## config.mk

```make
export PLATFORM = sky130hd
export DESIGN_NAME = fifo_write_arbiter
export DESIGN_NICKNAME = d
export VERILOG_FILES = /design/src/rtl/fifo_write_arbiter.sv
export SDC_FILE = /design/constraint.sdc
export NUM_CORES = 1
export LEC_CHECK = 0
export ABC_CLOCK_PERIOD_IN_PS = 3400
export CELL_PAD_IN_SITES_DETAIL_PLACEMENT = 0
export CELL_PAD_IN_SITES_GLOBAL_PLACEMENT = 1
export CORE_ASPECT_RATIO = 0.7
export CORE_UTILIZATION = 28
export DETAILED_ROUTE_END_ITERATION = 16
export PLACE_DENSITY = 0.94
export SLEW_MARGIN = 10
export SYNTH_ARGS = -nofsm -noshare
export SYNTH_HDL_FRONTEND = slang
export SYNTH_SLANG_ARGS = --single-unit
export TNS_END_PERCENT = 50
```

## constraint.sdc

```tcl
create_clock -name clk_i -period 3.4 [get_ports clk_i]
set_input_delay 0.51 -clock clk_i [delete_from_list [all_inputs] [get_ports clk_i]]
set_output_delay 0.51 -clock clk_i [all_outputs]
set_load 0.01 [all_outputs]
```

## src/rtl/fifo_write_arbiter.sv

```systemverilog
// fifo_write_arbiter
//   Round-robin arbiter that shares the single write port of a synchronous
//   FIFO among NUM_REQ requesters. The winner owns the port for a burst of up
//   to MAX_BURST words. It can release the port early by dropping its request.
//   Words are never pushed while the FIFO reports full.
//
// Ports
//   clk_i           system clock, rising edge
//   rst_ni          asynchronous active-low reset
//   req_i           per-requester write request (held while data is pending)
//   req_data_i      packed write data, requester i at [i*DATA_WIDTH +: DATA_WIDTH]
//   fifo_full_i     FIFO full flag
//   gnt_o           registered one-hot grant
//   fifo_w_en_o     FIFO write enable (accepted beat)
//   fifo_data_in_o  FIFO write data (owner's slice)
//   owner_id_o      index of the current or last owner
//   busy_o          high while a burst is in progress
//
// state | meaning
// IDLE  | no owner; pick the next requester starting at rr_ptr
// BURST | owner_id holds the write port until burst end or early release
module fifo_write_arbiter #(
  parameter int NUM_REQ     = 4,
  parameter int DATA_WIDTH  = 8,
  parameter int MAX_BURST   = 4,
  parameter int BURST_WIDTH = 3,
  parameter int ID_WIDTH    = 2
) (
  input  logic                          clk_i,
  input  logic                          rst_ni,
  input  logic [NUM_REQ-1:0]            req_i,
  input  logic [NUM_REQ*DATA_WIDTH-1:0] req_data_i,
  input  logic                          fifo_full_i,
  output logic [NUM_REQ-1:0]            gnt_o,
  output logic                          fifo_w_en_o,
  output logic [DATA_WIDTH-1:0]         fifo_data_in_o,
  output logic [ID_WIDTH-1:0]           owner_id_o,
  output logic                          busy_o
);

  typedef enum logic {
    IDLE  = 1'b0,
    BURST = 1'b1
  } state_e;

  localparam logic [BURST_WIDTH-1:0] LastBeat = BURST_WIDTH'(MAX_BURST - 1);

  state_e                  state_q, state_d;
  logic [NUM_REQ-1:0]      gnt_q, gnt_d;
  logic [ID_WIDTH-1:0]     owner_q, owner_d;
  logic [ID_WIDTH-1:0]     rr_ptr_q, rr_ptr_d;
  logic [BURST_WIDTH-1:0]  beat_cnt_q, beat_cnt_d;

  logic                    pick_valid;
  logic [ID_WIDTH-1:0]     pick_id;
  logic                    owner_req;
  logic                    accept;

  // Index arithmetic wraps at NUM_REQ, which need not be a power of two.
  function automatic logic [ID_WIDTH-1:0] wrap_add(input logic [ID_WIDTH-1:0] base,
                                                   input int off);
    int s;
    s = int'(base) + off;
    if (s >= NUM_REQ) s = s - NUM_REQ;
    return ID_WIDTH'(s);
  endfunction

  // Walk offsets from the highest down so the lowest offset from rr_ptr wins.
  always_comb begin
    pick_valid = 1'b0;
    pick_id    = '0;
    for (int i = NUM_REQ - 1; i >= 0; i--) begin
      if (req_i[wrap_add(rr_ptr_q, i)]) begin
        pick_valid = 1'b1;
        pick_id    = wrap_add(rr_ptr_q, i);
      end
    end
  end

  assign owner_req = req_i[owner_q];
  assign accept    = (state_q == BURST) && owner_req && !fifo_full_i;

  always_comb begin
    state_d    = state_q;
    gnt_d      = gnt_q;
    owner_d    = owner_q;
    rr_ptr_d   = rr_ptr_q;
    beat_cnt_d = beat_cnt_q;
    case (state_q)
      IDLE: begin
        gnt_d = '0;
        if (pick_valid) begin
          owner_d    = pick_id;
          gnt_d      = {{(NUM_REQ-1){1'b0}}, 1'b1} << pick_id;
          beat_cnt_d = '0;
          state_d    = BURST;
        end
      end
      BURST: begin
        // Early release and last accepted beat both hand the port back.
        if (!owner_req || (accept && beat_cnt_q == LastBeat)) begin
          state_d  = IDLE;
          gnt_d    = '0;
          rr_ptr_d = wrap_add(owner_q, 1);
        end else if (accept) begin
          beat_cnt_d = beat_cnt_q + 1'b1;
        end
      end
      default: begin
        state_d = IDLE;
        gnt_d   = '0;
      end
    endcase
  end

  always_ff @(posedge clk_i or negedge rst_ni) begin
    if (!rst_ni) begin
      state_q    <= IDLE;
      gnt_q      <= '0;
      owner_q    <= '0;
      rr_ptr_q   <= '0;
      beat_cnt_q <= '0;
    end else begin
      state_q    <= state_d;
      gnt_q      <= gnt_d;
      owner_q    <= owner_d;
      rr_ptr_q   <= rr_ptr_d;
      beat_cnt_q <= beat_cnt_d;
    end
  end

  assign gnt_o          = gnt_q;
  assign fifo_w_en_o    = accept;
  assign fifo_data_in_o = req_data_i[int'(owner_q) * DATA_WIDTH +: DATA_WIDTH];
  assign owner_id_o     = owner_q;
  assign busy_o         = (state_q == BURST);

endmodule

```

==> impl_metrics.json <==
{
  "num_antenna_cells": 0,
  "synth_area_um2": 871,
  "cp_data_required_time_ns": 2.89,
  "p_leak_uw": 0.000605,
  "synth_seq_area_share_pct": 34.5,
  "crit_slowest_cell": "mux4_2",
  "ys_seq_elements": 12,
  "clk_pin_slew_worst_paths_ns": 0.05,
  "holdBufCountCts": 0,
  "avgSynthCellArea_um2": 12.1,
  "worst_pin_slew_ns": 0.527,
  "cts_max_level": 1,
  "crit_type": "in -> out",
  "fin_crit_sh_pct": 85.7,
  "dieArea_um2": 3340,
  "track_usage_pct": 16.5,
  "syn-num-nets": 113,
  "hold_violations": 0,
  "initial_core_util_pct": 30.2,
  "outcome": "finished, final reports clean",
  "final_util_pct": 51.9,
  "clk_path_buf_depth": 2,
  "route.met3.wl_um": 137,
  "via_per_inst": 5.06,
  "slew_viol_final": 0,
  "synth_top_area_cell": "dfrtp_1",
  "max_cap_violations": 0,
  "clock_latency_ns": 0.23,
  "cp_common_cell": "clkdlybuf4s50_1",
  "root_buffer": "clkbuf_8",
  "layout.nets": 171,
  "synth.distinct_cells": 30,
  "power_uw": 1090,
  "pre_cts_ws_ns": 0.500,
  "setup_viol_count_final": 0,
  "drt_iter0_drc": 49,
  "dr_wl_met2_mm": 1.15,
  "endpoint_kind": "output port",
  "dp_hpwl_mm": 2.07,
  "die_h_um": 48.7,
  "ant_nets": 0,
  "crit_chain": "clkdlybuf4s50_1 > mux4_2 > nor2b_4 > and2_1 > clkdlybuf4s50_1",
  "grt_pass1_wl_mm": 4.09,
  "comb_power_share_pct": 61.3,
  "synthToLayoutAreaGrowth_pct": 71.8,
  "drc": 0,
  "die_width_um": 68.7,
  "p_per_area_nw_per_um2": 727,
  "post_cts_buffers": 0,
  "synth_cells": 72,
  "period_needed_ns": 2.91,
  "rows": 16,
  "irDropWorstVdd_uv": 346,
  "hp-class": "reg -> reg",
  "first_global_vias": 872,
  "max_freq_ghz": 0.343,
  "pwr-share-seq_pct": 27.3,
  "first_pass_iters": 4,
  "pwr-share-clk_pct": 11.4,
  "yosysWarningCount": 0,
  "critPathMaxFanout": 7,
  "p_switching_uw": 397,
  "worst_slack_ns": 0.487,
  "top_layer_used": "met4",
  "overflow": 0,
  "p_int_uw": 691,
  "slew_headroom_pct": 64.9,
  "cts_sinks": 12,
  "place_congestion": 0.745,
  "clock_skew_ns": 0.00304,
  "ios": 55,
  "cts_tree": "done",
  "core_um2": 2880,
  "antenna_found_initial": 0,
  "tns_ns": 0,
  "ys_top_cells_by_area": "dfrtp_1, mux4_2, a22o_1, mux2i_1, o41ai_4",
  "wl_per_cell_um": 14.9,
  "switching_share_pct": 36.5,
  "grt_max_degree": 13,
  "vias": 830,
  "synth_top_area_share_pct": 34.5,
  "drive_gt1_share_pct": 16.4,
  "startpoint_type": "input port",
  "cts_buffers": 3,
  "ctsResizeCount": 0,
  "routed_wl_mm": 2.44,
  "rsz0062_at_grt": "false",
  "routedLengthMet1_mm": 1.16,
  "critPathArrivalTime_ns": 2.40,
  "max_stage_delay_ns": 0.57,
  "port_buffers": 54
}
-- worst paths after layout --
kind / start / to / slack (ns) / cells after the start
min in group asynchronous: rst_ni / rr_ptr_q[0]$_DFFE_PN0P_ / 0.62 / 1
min: gnt_o[1]$_DFFE_PN0P_ / gnt_o[1]$_DFFE_PN0P_ / 0.51 / 1
max: req_i[3] / fifo_w_en_o / 0.49 / 5
max reg2reg: owner_id_o[1]$_DFFE_PN0P_ / gnt_o[0]$_DFFE_PN0P_ / 1.54 / 3
min reg2reg: gnt_o[1]$_DFFE_PN0P_ / gnt_o[1]$_DFFE_PN0P_ / 0.51 / 1
max in group asynchronous: rst_ni / beat_cnt_q[2]$_DFFE_PN0P_ / 2.44 / 1
-- metrics by stage --
step	area, µm²	hold WS, ns	instances
floorplan	871	0.214	72
global placement	1460	0.498	161
detailed placement	1460	0.494	161
CTS	1500	0.514	164
global route	1500	0.543	164
finish	1500	0.511	164
-- cells in the mapped netlist, drive strengths merged --
library cell,number
ha,2
o21a,2
nor2,4
mux4,9
mux2i,3
xnor2,1
and3,1
nand3b,1
o41ai,1
a21o,1
a22o,4
inv,7
a2111oi,1
buf,1
nor2b,2
o21bai,1
a21oi,4
o21ba,1
nand2,4
a221oi,1
nand2b,1
o211ai,1
o21ai,4
and2,1
nor3,1
clkbuf,1
dfrtp,12
-- kinds of logic (layout without fill, tap and decap cells) --
family / Yosys count / in the layout / share of synthesized area, %
muxes: 12 / 12 / 26.7
buffers and inverters: 9 / 65 / 4.02
DFF: 12 / 12 / 34.5
AOI/OAI and AO/OA: 21 / 21 / 20.5
and+or+nand+nor: 15 / 15 / 10.3
xor gates and xnor gates: 1 / 1 / 1.01
adders and majority gates: 2 / 2 / 2.87
-- registers in the layout, indices dropped and copies added, names as in the netlist --
name / cells
gnt_o: 4
beat_cnt_q: 3
busy_o: 1
owner_id_o: 2
rr_ptr_q: 2
-- power groups by stage --
stage          Sequential [µW]  Combinational, µW  Clock, µW
2_1_floorplan              273                384          0
3_3_place_gp               297                653          0
3_5_place_dp               298                669          0
4_1_cts                    296                676        127
5_1_grt                    309                712        136
6_report                   297                667        124
-- critical path, delay by kind of cell --
kind | cells | cell delay (ns)
buffers and inverters | 2 | 1.01
and+or+nand+nor | 2 | 0.31
muxes | 1 | 0.57
-- metal layers --
layer	up-vias	GRT usage, %
met4	0	1.04
met2	22	25.8
met5	-	0
met1	419	23.6
met3	2	4.25
li1	387	-
-- layout make-up --
cell class,count,area (µm²)
multi-input cells,51,536
inverters,7,26.3
repair buffers,55,548
well taps,36,45.0
clock buffers,3,41.3
flip-flops and latches,12,300
fillers,265,1390
-- layout by cell type, fill, tap and decap left out, types with 2 or more instances in the layout --
| cell | netlist | final |
|---|---|---|
| nor2_1 | 4 | 4 |
| nand2_1 | 4 | 4 |
| mux2i_1 | 3 | 3 |
| a21oi_1 | 3 | 3 |
| mux4_2 | 9 | 9 |
| o21ai_0 | 3 | 3 |
| o21a_1 | 2 | 2 |
| inv_1 | 7 | 7 |
| clkbuf_8 | 0 | 3 |
| a22o_1 | 4 | 4 |
| dfrtp_1 | 12 | 12 |
| clkdlybuf4s50_1 | 0 | 54 |
| ha_1 | 2 | 2 |
Power figures use the tool's default switching activity.
